## src/rtl/midi_poly_voice_allocator_if.sv

```systemverilog
// Bundle carrying the UART byte strobe into the allocator and the per-voice
// state plus event pulses out to the voice bank.
interface midi_poly_voice_allocator_if #(
  parameter int NUM_VOICES = 4
);
  logic                    rx_dv;
  logic [7:0]              rx_byte;
  logic [NUM_VOICES-1:0]   voice_gate;
  logic [7*NUM_VOICES-1:0] voice_note;
  logic [7*NUM_VOICES-1:0] voice_vel;
  logic                    evt_valid;
  logic                    evt_on;
  logic [2:0]              evt_voice;
  logic                    evt_all_off;

  modport master (
    output rx_dv, rx_byte,
    input  voice_gate, voice_note, voice_vel,
    input  evt_valid, evt_on, evt_voice, evt_all_off
  );

  modport slave (
    input  rx_dv, rx_byte,
    output voice_gate, voice_note, voice_vel,
    output evt_valid, evt_on, evt_voice, evt_all_off
  );
endinterface

```

## src/rtl/midi_poly_voice_allocator.sv

```systemverilog
// MIDI front end: running-status byte parser, channel filter and a
// polyphonic voice allocator with retrigger, lowest-free and round-robin steal.
// A message is registered on the edge that samples its last data byte and
// applied to the voice slots on the following edge.
module midi_poly_voice_allocator #(
  parameter int NUM_VOICES = 4,
  parameter int CHANNEL    = 0,
  parameter int OMNI       = 0
) (
  input logic clk,
  input logic rst,
  midi_poly_voice_allocator_if.slave bus
);

  localparam int IDX_W = (NUM_VOICES > 1) ? $clog2(NUM_VOICES) : 1;

  typedef enum logic [1:0] {IDLE, WAIT_D1, WAIT_D2} parse_state_t;

  parse_state_t state_q, state_d;
  logic [7:0]   status_q, status_d;
  logic [6:0]   d1_q, d1_d;
  logic         msg_valid_q, msg_valid_d;
  logic [3:0]   msg_type_q, msg_type_d;
  logic [6:0]   msg_d1_q, msg_d1_d;
  logic [6:0]   msg_d2_q, msg_d2_d;
  logic         chan_ok;

  logic [NUM_VOICES-1:0] gate_q, gate_d;
  logic [6:0]            note_q [NUM_VOICES];
  logic [6:0]            note_d [NUM_VOICES];
  logic [6:0]            vel_q  [NUM_VOICES];
  logic [6:0]            vel_d  [NUM_VOICES];
  logic [IDX_W-1:0]      steal_q, steal_d;

  logic       evt_valid_q, evt_valid_d;
  logic       evt_on_q, evt_on_d;
  logic [2:0] evt_voice_q, evt_voice_d;
  logic       evt_all_off_q, evt_all_off_d;

  logic             match_found, free_found;
  logic [IDX_W-1:0] match_idx, free_idx, tgt;

  assign chan_ok = (OMNI != 0) || (status_q[3:0] == 4'(CHANNEL));

  // Parser: tracks running status and collects data bytes into complete messages
  always_comb begin
    state_d     = state_q;
    status_d    = status_q;
    d1_d        = d1_q;
    msg_valid_d = 1'b0;
    msg_type_d  = msg_type_q;
    msg_d1_d    = msg_d1_q;
    msg_d2_d    = msg_d2_q;
    if (bus.rx_dv && (bus.rx_byte < 8'hF8)) begin
      if (bus.rx_byte >= 8'hF0) begin
        state_d  = IDLE;
        status_d = 8'h00;
      end else if (bus.rx_byte[7]) begin
        status_d = bus.rx_byte;
        state_d  = WAIT_D1;
      end else begin
        case (state_q)
          WAIT_D1: begin
            d1_d = bus.rx_byte[6:0];
            if ((status_q[7:4] == 4'hC) || (status_q[7:4] == 4'hD)) begin
              msg_valid_d = chan_ok;
              msg_type_d  = status_q[7:4];
              msg_d1_d    = bus.rx_byte[6:0];
              msg_d2_d    = 7'd0;
            end else begin
              state_d = WAIT_D2;
            end
          end
          WAIT_D2: begin
            msg_valid_d = chan_ok;
            msg_type_d  = status_q[7:4];
            msg_d1_d    = d1_q;
            msg_d2_d    = bus.rx_byte[6:0];
            state_d     = WAIT_D1;
          end
          default: begin
            state_d = IDLE;
          end
        endcase
      end
    end
  end

  // Parser and message registers
  always_ff @(posedge clk or posedge rst) begin
    if (rst) begin
      state_q     <= IDLE;
      status_q    <= 8'h00;
      d1_q        <= 7'd0;
      msg_valid_q <= 1'b0;
      msg_type_q  <= 4'h0;
      msg_d1_q    <= 7'd0;
      msg_d2_q    <= 7'd0;
    end else begin
      state_q     <= state_d;
      status_q    <= status_d;
      d1_q        <= d1_d;
      msg_valid_q <= msg_valid_d;
      msg_type_q  <= msg_type_d;
      msg_d1_q    <= msg_d1_d;
      msg_d2_q    <= msg_d2_d;
    end
  end

  // Find the lowest gated voice holding the message note and the lowest idle voice
  always_comb begin
    match_found = 1'b0;
    match_idx   = '0;
    free_found  = 1'b0;
    free_idx    = '0;
    for (int v = NUM_VOICES - 1; v >= 0; v--) begin
      if (gate_q[v] && (note_q[v] == msg_d1_q)) begin
        match_found = 1'b1;
        match_idx   = IDX_W'(v);
      end
      if (!gate_q[v]) begin
        free_found = 1'b1;
        free_idx   = IDX_W'(v);
      end
    end
  end

  // Allocator: apply a registered message to the voice slots and raise one event
  always_comb begin
    gate_d        = gate_q;
    note_d        = note_q;
    vel_d         = vel_q;
    steal_d       = steal_q;
    evt_valid_d   = 1'b0;
    evt_on_d      = 1'b0;
    evt_voice_d   = 3'd0;
    evt_all_off_d = 1'b0;
    tgt           = steal_q;
    if (msg_valid_q) begin
      if ((msg_type_q == 4'h9) && (msg_d2_q != 7'd0)) begin
        if (match_found) begin
          tgt = match_idx;
        end else if (free_found) begin
          tgt = free_idx;
        end else begin
          tgt     = steal_q;
          steal_d = (steal_q == IDX_W'(NUM_VOICES - 1)) ? '0 : steal_q + 1'b1;
        end
        gate_d[tgt] = 1'b1;
        note_d[tgt] = msg_d1_q;
        vel_d[tgt]  = msg_d2_q;
        evt_valid_d = 1'b1;
        evt_on_d    = 1'b1;
        evt_voice_d = 3'(tgt);
      end else if ((msg_type_q == 4'h8) || (msg_type_q == 4'h9)) begin
        if (match_found) begin
          tgt         = match_idx;
          gate_d[tgt] = 1'b0;
          evt_valid_d = 1'b1;
          evt_voice_d = 3'(tgt);
        end
      end else if ((msg_type_q == 4'hB) && (msg_d1_q == 7'd123)) begin
        gate_d        = '0;
        evt_valid_d   = 1'b1;
        evt_all_off_d = 1'b1;
      end
    end
  end

  // Voice slot, steal pointer and event registers
  always_ff @(posedge clk or posedge rst) begin
    if (rst) begin
      gate_q        <= '0;
      note_q        <= '{default: '0};
      vel_q         <= '{default: '0};
      steal_q       <= '0;
      evt_valid_q   <= 1'b0;
      evt_on_q      <= 1'b0;
      evt_voice_q   <= 3'd0;
      evt_all_off_q <= 1'b0;
    end else begin
      gate_q        <= gate_d;
      note_q        <= note_d;
      vel_q         <= vel_d;
      steal_q       <= steal_d;
      evt_valid_q   <= evt_valid_d;
      evt_on_q      <= evt_on_d;
      evt_voice_q   <= evt_voice_d;
      evt_all_off_q <= evt_all_off_d;
    end
  end

  for (genvar g = 0; g < NUM_VOICES; g++) begin : g_pack
    assign bus.voice_note[7*g +: 7] = note_q[g];
    assign bus.voice_vel[7*g +: 7]  = vel_q[g];
  end

  assign bus.voice_gate  = gate_q;
  assign bus.evt_valid   = evt_valid_q;
  assign bus.evt_on      = evt_on_q;
  assign bus.evt_voice   = evt_voice_q;
  assign bus.evt_all_off = evt_all_off_q;

endmodule

```

## src/flat_wrapper.sv

```systemverilog
// flat-port wrapper written by rule: the top's interface ports become plain ports
module midi_poly_voice_allocator_flat 
#(
  parameter int NUM_VOICES = 4,
  parameter int CHANNEL    = 0,
  parameter int OMNI       = 0
)
  (clk, rst, bus_rx_dv, bus_rx_byte, bus_voice_gate, bus_voice_note, bus_voice_vel, bus_evt_valid, bus_evt_on, bus_evt_voice, bus_evt_all_off);
  midi_poly_voice_allocator_if #(.NUM_VOICES(NUM_VOICES)) bus_i ();
  input logic clk;
  input logic rst;
  input wire logic [$bits(bus_i.rx_dv)-1:0] bus_rx_dv;
  input wire logic [$bits(bus_i.rx_byte)-1:0] bus_rx_byte;
  output wire logic [$bits(bus_i.voice_gate)-1:0] bus_voice_gate;
  output wire logic [$bits(bus_i.voice_note)-1:0] bus_voice_note;
  output wire logic [$bits(bus_i.voice_vel)-1:0] bus_voice_vel;
  output wire logic [$bits(bus_i.evt_valid)-1:0] bus_evt_valid;
  output wire logic [$bits(bus_i.evt_on)-1:0] bus_evt_on;
  output wire logic [$bits(bus_i.evt_voice)-1:0] bus_evt_voice;
  output wire logic [$bits(bus_i.evt_all_off)-1:0] bus_evt_all_off;
  assign bus_i.rx_dv = bus_rx_dv;
  assign bus_i.rx_byte = bus_rx_byte;
  assign bus_voice_gate = bus_i.voice_gate;
  assign bus_voice_note = bus_i.voice_note;
  assign bus_voice_vel = bus_i.voice_vel;
  assign bus_evt_valid = bus_i.evt_valid;
  assign bus_evt_on = bus_i.evt_on;
  assign bus_evt_voice = bus_i.evt_voice;
  assign bus_evt_all_off = bus_i.evt_all_off;
  midi_poly_voice_allocator #(.NUM_VOICES(NUM_VOICES), .CHANNEL(CHANNEL), .OMNI(OMNI)) u_core (.clk(clk), .rst(rst), .bus(bus_i));
endmodule
```

## config.mk

```make
export PLATFORM = sky130hd
export DESIGN_NAME = midi_poly_voice_allocator_flat
export DESIGN_NICKNAME = d
export VERILOG_FILES = /design/src/rtl/midi_poly_voice_allocator_if.sv /design/src/rtl/midi_poly_voice_allocator.sv /design/src/flat_wrapper.sv
export SDC_FILE = /design/constraint.sdc
export NUM_CORES = 1
export LEC_CHECK = 0
export ABC_CLOCK_PERIOD_IN_PS = 3700
export CELL_PAD_IN_SITES_DETAIL_PLACEMENT = 2
export CELL_PAD_IN_SITES_GLOBAL_PLACEMENT = 2
export CORE_MARGIN = 2
export CORE_UTILIZATION = 36
export CTS_CLUSTER_SIZE = 16
export DETAILED_ROUTE_END_ITERATION = 8
export PLACE_DENSITY = 0.8
export SYNTH_ARGS = -nofsm -noshare
export SYNTH_HDL_FRONTEND = slang
export SYNTH_SLANG_ARGS = --single-unit
```

## constraint.sdc

```tcl
create_clock -name clk -period 3.7 [get_ports clk]
set_input_delay 0.74 -clock clk [delete_from_list [all_inputs] [get_ports clk]]
set_output_delay 0.74 -clock clk [all_outputs]
set_load 0.01 [all_outputs]
```

==> results of run 1 <==
## cell type report
cell class | instances | area share [%]
clock inverter | 5 | 0.9290
inverter | 15 | 0.9703
timing repair buffer | 85 | 13.83
multi-input combinational | 246 | 33.94
sequential | 103 | 42.53
tap | 176 | 3.633
clock buffer | 11 | 4.170
## placed cells by master, fill, tap and decap left out, types with 2 or more instances in the layout
master and n:
sky130_fd_sc_hd__ha_1 4, sky130_fd_sc_hd__clkdlybuf4s50_1 75, sky130_fd_sc_hd__nand3_1 12, sky130_fd_sc_hd__o311ai_0 2, sky130_fd_sc_hd__dfrtp_1 103, sky130_fd_sc_hd__clkbuf_8 2, sky130_fd_sc_hd__or2_2 2, sky130_fd_sc_hd__mux2_4 18
sky130_fd_sc_hd__nor2_1 16, sky130_fd_sc_hd__nor3_1 4, sky130_fd_sc_hd__o21a_1 3, sky130_fd_sc_hd__nand4b_1 3, sky130_fd_sc_hd__clkbuf_16 9, sky130_fd_sc_hd__clkinv_2 2, sky130_fd_sc_hd__a211o_1 2, sky130_fd_sc_hd__xnor2_1 28
sky130_fd_sc_hd__mux2_2 51, sky130_fd_sc_hd__nand4_1 9, sky130_fd_sc_hd__mux2i_1 7, sky130_fd_sc_hd__buf_4 9, sky130_fd_sc_hd__nor2b_1 2, sky130_fd_sc_hd__nand2_1 25, sky130_fd_sc_hd__o21ai_0 19, sky130_fd_sc_hd__nor2_2 3
sky130_fd_sc_hd__inv_1 14, sky130_fd_sc_hd__o211ai_1 2, sky130_fd_sc_hd__nand4_2 2, sky130_fd_sc_hd__a21oi_1 10
## path summary, 6_finish.rpt
check                                                 start                               endpoint  slack (ns)  depth (start not counted)
min in group asynchronous                               rst             u_core.d1_q[3]$_DFFE_PP0P_        0.97                          2
max                        u_core.msg_type_q[1]$_DFFE_PP0P_  u_core.bus.voice_note[23]$_DFFE_PP0P_        0.73                          7
max reg2reg                u_core.msg_type_q[1]$_DFFE_PP0P_  u_core.bus.voice_note[23]$_DFFE_PP0P_        0.73                          7
min reg2reg                  u_core.status_q[1]$_DFFE_PP0P_         u_core.status_q[1]$_DFFE_PP0P_        0.50                          2
min                          u_core.status_q[1]$_DFFE_PP0P_         u_core.status_q[1]$_DFFE_PP0P_        0.50                          2
max in group asynchronous                               rst    u_core.bus.voice_vel[1]$_DFFE_PP0P_        1.89                          3
## through the flow
step | area [um2] | hold WS, ns | setup WS, ns
final | 6061 | 0.4995 | 0.7268
after global routing | 6061 | 0.5242 | 0.5642
after CTS | 6061 | 0.5034 | 0.7108
after detailed placement | 5752 | 0.4874 | 0.6970
after global placement | 5752 | 0.4678 | 0.7504
after floorplan | 4853 | 0.4444 | 0.2562
## synth_stat cells, drive strengths merged, types with 2 or more instances
master	count
buf	14
xnor2	28
o21ai	19
o21a	3
ha	4
mux2i	7
mux2	69
dfrtp	103
a211o	3
nand4	11
o311ai	2
nor2	19
or2	3
nand4b	3
nor3	5
nor2b	2
clkbuf	6
o211ai	3
nand3	12
nand2	25
or3	2
a21oi	11
inv	15
## routing by layer
metal  vias to the layer above  track usage (%)  wire [um]
li1                       1498                -          -
met1                      1737            26.35       6197
met2                        68            34.73       6945
met3                        16            2.804        411
met4                         0            6.985        262
met5                         -                0          0
## state kept, by name (all words and copies together), names as in the netlist
register / count
u_core.bus.evt_all_off: 1
u_core.bus.evt_on: 1
u_core.bus.evt_valid: 1
u_core.bus.evt_voice: 2
u_core.bus.voice_gate: 4
u_core.bus.voice_note: 28
u_core.bus.voice_vel: 28
u_core.d1_q: 7
u_core.msg_d1_q: 7
u_core.msg_d2_q: 7
u_core.msg_type_q: 4
u_core.msg_valid_q: 1
u_core.state_q: 2
u_core.status_q: 8
u_core.steal_q: 2
## worst register-to-register path: stages, from the launching register on
cell	delay [ns]
sky130_fd_sc_hd__dfrtp_1	0.44
sky130_fd_sc_hd__nor3b_2	0.53
sky130_fd_sc_hd__nand2_1	0.22
sky130_fd_sc_hd__or2_4	0.30
sky130_fd_sc_hd__nor3_2	0.17
sky130_fd_sc_hd__nor4b_4	0.54
sky130_fd_sc_hd__buf_4	0.34
sky130_fd_sc_hd__mux2_4	0.34
## report_power, final
group	switching (mW)	total (mW)	internal [mW]	leakage, nW
clock	0.425	0.985	0.560	0.152
sequential	0.299	1.57	1.27	1.37
combinational	0.270	0.536	0.267	1.10
total	0.994	3.09	2.09	2.63
## cells by family after synthesis
kind of cell	after synthesis	share of synthesized area, %
buffers and inverters	35	4.511
XOR/XNOR	28	5.053
adder cells (fa/ha/maj)	4	1.031
flip-flops	103	53.11
AND/OR/NAND/NOR	87	9.848
multiplexers	76	18.85
other	1	0.07727
AO/OA/AOI/OAI	50	7.528
==> metrics.md, run 1 <==
| Metric | Value |
|---|---|
| Outcome | `complete, no violations` |
| Total setup buffers inserted after CTS | `0` |
| Count of different cell masters after synthesis | `51` |
| Standard-cell rows | `42` |
| Critical-path top delay cell | `sky130_fd_sc_hd__nor4b_4` |
| Worst skew pair latency | `0.35 ns` |
| Clock-pin transition on the worst setup and hold timing paths | `0.07 ns` |
| Delay of the slowest cell on the worst path | `0.54 ns` |
| Residual overflow from global routing | `0` |
| Net count, final | `475` |
| Seq/Total Area, Yosys | `53.11%` |
| Global-route wire length before repair | `21870 um` |
| Final cycle utilization of the critical path | `80.36%` |
| Sort of element at the end of the critical path | `flop` |
| Top cells by area, synth | `sky130_fd_sc_hd__dfrtp_1 53%, sky130_fd_sc_hd__mux2_2 12%, sky130_fd_sc_hd__mux2_4 5.6%, sky130_fd_sc_hd__xnor2_1 5.1%, sky130_fd_sc_hd__buf_6 2.1%` |
| Tot GR Track Use | `20.28%` |
| Number of sinks handled by clock tree synthesis | `103` |
| Die area | `0.01443 mm2` |
| Commonest register cell after synthesis | `sky130_fd_sc_hd__dfrtp_1` |
| Relative area change from synthesis to final layout | `24.88%` |
| Area used by multi-input combinational logic | `0.002057 mm2` |
| Finish-stage setup viols | `0` |
| Total power density per cell area | `509.5 mW/mm2` |
| Critical Setup Path Class | `flop to flop` |
| Clock skew after layout | `0.009284 ns` |
| Fraction of final layout cells with drive strength greater than 1 | `24.52%` |
| Cell count after synthesis | `384` |
| Maximum achievable frequency | `0.3363 GHz` |
| Number of antenna repair diodes | `0` |
| Wire length per cell | `21.56 um` |
| Number of non-filler instances in the completed layout | `641` |
| RSZ-0062 raised after global routing | `no` |
| Die height | `120.1 um` |
| Number of buffers added by the clock tree synthesis step | `9` |
| Count of H-tree levels built during CTS | `3` |
| Hold WC Path Type | `flop to flop` |
| Iter 0 DRT Violations | `153` |
| Fillers | `1289` |
| Number of flops mapped to enable cells by yosys | `0` |
| Utilization after layout | `45.95%` |
| Number of synthesis warnings | `0` |
| Post-CTS Resized | `0` |
| Highest ir drop seen on vdd | `0.2277 mV` |
| Reported leakage power | `2.627 nW` |
| Share of synthesized flip-flops with an asynchronous set or reset | `100.0%` |
| Die Width | `120.1 um` |
| Wire length reported by the detailed router | `13820 um` |
| Sum of negative setup slack | `0 ns` |
| Number of buffers added on ports | `75` |
| Top-level port count | `77` |
| Data arrival time of the worst path | `3.21 ns` |
| First-pass detailed-route iteration total | `4` |
| DR DRC count | `0` |
| Longest Clk Path Bufs | `2` |
| Summed instance area of the synthesized netlist | `0.004853 mm2` |
| CTS tree | `built` |
| Flip-flop and latch area | `0.002577 mm2` |
| Total chip power | `3.088 mW` |
| Share of the synthesized area in the top cell type | `53.11%` |
| Maximum number of pins on one net before global-route repair | `87` |
| Placer Congestion | `0.8042` |
| Max-capacitance violation count | `0` |
| Total count of max-transition violations in the final report | `0` |
| Final Hold Viols | `0` |
| Post-placement cell count | `625` |
| Placeable core area | `0.01319 mm2` |
| Via count of the first global-routing pass | `3717` |
| Mean number of vias per cell | `5.178` |
| Synth Register Bits | `103` |
| Post-synth top area cell | `sky130_fd_sc_hd__dfrtp_1` |
| HPWL after DPL | `10180 um` |
| Worst-path cell chain | `nor3b_2, nand2_1, or2_4, nor3_2, nor4b_4, buf_4, mux2_4` |
| Worst slew slack as a fraction of its limit | `28.33%` |
| CTS hold repair buffers | `0` |
| Initial antenna violation count | `0` |
| DRT antenna net count | `0` |
| Starting density of the core | `36.80%` |
| Mean cell area of the mapped netlist | `12.64 um2` |
| Crit-path leading delay family | `simple AND/OR/NAND/NOR gates` |
| Transition time at the pin with the least slew margin | `1.075 ns` |
| Syn nets | `399` |
| Period minus WS final | `2.973 ns` |
| WP buf/inv | `1` |
| Number of vias after detailed routing | `3319` |
| Maximum net fanout on the critical path | `9` |
| Buffer cell driving the clock tree root | `sky130_fd_sc_hd__clkbuf_16` |
| Data required time at the worst endpoint | `3.94 ns` |
| Crit path launch type | `flop` |
Note: power is estimated with default switching activity, not from simulation.
==> inputs of run 2 (changes only) <==
Settings changed: ABC_CLOCK_PERIOD_IN_PS 3700 to 2600, CORE_UTILIZATION 36 to 33, PLACE_DENSITY 0.8 to 0.77.
Clock period 3.7 ns to 2.6 ns, I/O delays scaled along.
==> run 2 against run 1 <==
First-iteration DRC count up 6.5%. Wire length is 6.2% higher. Via count increased by 3.5%. Utilization down 2.0 points. Clock skew up 0.0019 ns. Critical endpoint is now u_core.bus.voice_note[20]$_DFFE_PP0P_. Largest cell class unchanged. Maximum frequency grew 16%. Final cell count rose by 4.7%. Sequential share of layout area down 1.7 points. Sequential power is 38% higher. Global-route usage fell by 1.5 points. Non-clock buffer count grew 22. Hold slack worse by 0.0044 ns. Critical path type unchanged.
==> metrics.md, run 2 (same netlist as run 1, synthesis figures left out) <==
| Metric | Value |
|---|---|
| Net count, final | `497 (+4.6%)` |
| Die height | `125.3 um (+4.3%)` |
| Clock skew after layout | `0.01121 ns (+0.001923 ns)` |
| Die area | `0.01569 mm2 (+8.8%)` |
| Int Pwr | `3.172 mW (+51%)` |
| Worst slew slack as a fraction of its limit | `61.50% (+33 points)` |
| Max-capacitance violation count | `0 (unchanged)` |
| Met3 Usage GRT | `2.653% (-0.15 points)` |
| Part of the total power dissipated in combinational logic | `22.2% (+4.8 points)` |
| CTS tree | `built` |
| DRT antenna net count | `0 (unchanged)` |
| Maximum achievable frequency | `0.3901 GHz (+16%)` |
| Starting density of the core | `33.65% (-3.1 points)` |
| Data required time at the worst endpoint | `2.84 ns (-1.10 ns)` |
| Tot GR Track Use | `18.79% (-1.5 points)` |
| Met2 track demand over resource in global routing | `33.50% (-1.2 points)` |
| Longest Clk Path Bufs | `2 (unchanged)` |
| HPWL after DPL | `10110 um (-0.74%)` |
| Number of sinks handled by clock tree synthesis | `103 (unchanged)` |
| Sort of element at the end of the critical path | `flop` |
| Initial antenna violation count | `0 (unchanged)` |
| Worst slack at placement | `-0.1647 ns (-0.8616 ns)` |
| Most utilized layer in the global route result | `met2` |
| DR DRC count | `0 (unchanged)` |
| Mean number of vias per cell | `5.119 (-1.1%)` |
| Standard-cell rows | `44 (+4.8%)` |
| Crit path launch type | `flop` |
| Number of vias after detailed routing | `3435 (+3.5%)` |
| First-pass detailed-route iteration total | `4 (unchanged)` |
| Iter 0 DRT Violations | `163 (+6.5%)` |
| Data arrival time of the worst path | `2.80 ns (-0.41 ns)` |
| Final Hold Viols | `0 (unchanged)` |
| Period minus WS final | `2.563 ns (-0.4098 ns)` |
| Finish-stage setup viols | `0 (unchanged)` |
| Transition time at the pin with the least slew margin | `0.5732 ns (-0.5019 ns)` |
| Placer Congestion | `0.8629 (+7.3%)` |
| Slack of the critical path | `0.03661 ns (-0.6902 ns)` |
| Hold WC Path Type | `flop to flop` |
| Buffer cell driving the clock tree root | `sky130_fd_sc_hd__clkbuf_16` |
| Proportion of total power due to net switching | `32.50% (+0.31 points)` |
| Outcome | `complete, no violations` |
| Number of buffers added on ports | `75 (unchanged)` |
| Sequential fraction of design power | `46.1% (-4.6 points)` |
| Die Width | `125.3 um (+4.3%)` |
| Via count of the first global-routing pass | `3806 (+2.4%)` |
| Critical Setup Path Class | `flop to flop` |
| Fraction of final layout cells with drive strength greater than 1 | `29.77% (+5.3 points)` |
| Share of total power in the clock network | `31.7% (-0.2 points)` |
| Maximum number of pins on one net before global-route repair | `104 (+20%)` |
| Most common cell after layout, fill and taps aside | `sky130_fd_sc_hd__dfrtp_1` |
| Placeable core area | `0.01442 mm2 (+9.4%)` |
| CTS hold repair buffers | `0 (unchanged)` |
| Highest ir drop seen on vdd | `0.3552 mV (+56%)` |
| P_sw | `1.527 mW (+54%)` |
| Count of H-tree levels built during CTS | `3 (unchanged)` |
| Worst skew pair latency | `0.36 ns (about the same)` |
| Wire length reported by the detailed router | `14680 um (+6.2%)` |
| Reported leakage power | `2.762 nW (+5.1%)` |
| Global-route track usage on met1 | `23.22% (-3.1 points)` |
| Wire length per cell | `21.87 um (+1.5%)` |
| Total count of max-transition violations in the final report | `0 (unchanged)` |
| Clock-pin transition on the worst setup and hold timing paths | `0.07 ns (about the same)` |
| Residual overflow from global routing | `0 (unchanged)` |
| Maximum net fanout on the critical path | `11 (+2)` |
| Relative area change from synthesis to final layout | `30.60%` |
| Top library cells by usage in the layout, fill and taps aside | `97 x sky130_fd_sc_hd__dfrtp_1, 75 x sky130_fd_sc_hd__clkdlybuf4s50_1, 51 x sky130_fd_sc_hd__mux2_2` |
| Total chip power | `4.698 mW (+52%)` |
| Total power density per cell area | `741.2 mW/mm2 (+45%)` |
| Top-level port count | `77 (unchanged)` |
| Global-route wire length before repair | `22550 um (+3.1%)` |
| Number of buffers added by the clock tree synthesis step | `9 (unchanged)` |
| Number of antenna repair diodes | `0 (unchanged)` |
| Final cycle utilization of the critical path | `98.59% (+18 points)` |
run 2: routing by layer:
| metal | vias up | share of wire, % | routed length [um] |
|---|---|---|---|
| li1 | 1548 | - | - |
| met1 | 1805 | 43 | 6247 |
| met2 | 66 | 53 | 7794 |
| met3 | 16 | 2.6 | 384 |
| met4 | 0 | 1.7 | 248 |
| met5 | - | 0 | 0 |
run 2: worst paths after layout:
check / start / endpoint / slack, ns / cells past startpoint
max: u_core.msg_d2_q[2]$_DFFE_PP0P_ / u_core.bus.voice_note[20]$_DFFE_PP0P_ / 0.04 / 7
min in group asynchronous: rst / u_core.status_q[1]$_DFFE_PP0P_ / 0.66 / 3
max in group asynchronous: rst / u_core.msg_d1_q[1]$_DFFE_PP0P_ / 1.49 / 3
min reg2reg: u_core.status_q[3]$_DFFE_PP0P_ / u_core.status_q[3]$_DFFE_PP0P_ / 0.50 / 2
min: u_core.status_q[3]$_DFFE_PP0P_ / u_core.status_q[3]$_DFFE_PP0P_ / 0.50 / 2
max reg2reg: u_core.msg_d2_q[2]$_DFFE_PP0P_ / u_core.bus.voice_note[20]$_DFFE_PP0P_ / 0.04 / 7
run 2: area by class of cell:
class | count | area [um2]
clock buffer | 9 | 225.2
clock inverter | 7 | 97.59
fill | 1486 | 8085
inverter | 15 | 60.06
multi-input combinational | 246 | 2090
sequential | 103 | 2585
tap | 184 | 230.2
timing repair buffer | 107 | 1051
run 2: per-stage QoR:
stage,std cells,util [%],hold WS [ns],cell area (um2),TNS (ns)
3_5_place_dp,650,41.19,0.4836,5941,-1.952
2_1_floorplan,384,-,0.4444,4857,0
3_3_place_gp,650,41.19,0.4664,5941,0
5_1_grt,671,43.95,0.5335,6339,-0.5021
6_report,671,43.95,0.4951,6339,0
4_1_cts,666,43.49,0.5002,6274,0
run 2: power by group through the flow:
stage	sequential, mW	clock (mW)	combinational, mW
finish	2.16	1.49	1.04
global route	2.20	1.58	1.13
CTS	2.16	1.52	0.997
detailed placement	2.18	0	0.980
global placement	2.14	0	0.935
floorplan	1.97	0	0.790
run 2: timing repair:
action | CTS | global route
setup buffers | 0 | 5
endpoints found under the setup margin | 37 | 37
hold endpoints to repair | 0 | 0
pin swaps | 0 | 2
gates resized for setup | 5 | 6
cloned | 0 | 0
run 2: worst max-delay path: stages (launching register included):
cell and delay (ns):
sky130_fd_sc_hd__dfrtp_1 0.39, sky130_fd_sc_hd__or4_1 0.58, sky130_fd_sc_hd__o41ai_2 0.40, sky130_fd_sc_hd__or2_4 0.26, sky130_fd_sc_hd__nor3_2 0.07, sky130_fd_sc_hd__o211ai_2 0.18
sky130_fd_sc_hd__buf_12 0.21, sky130_fd_sc_hd__mux2_2 0.35
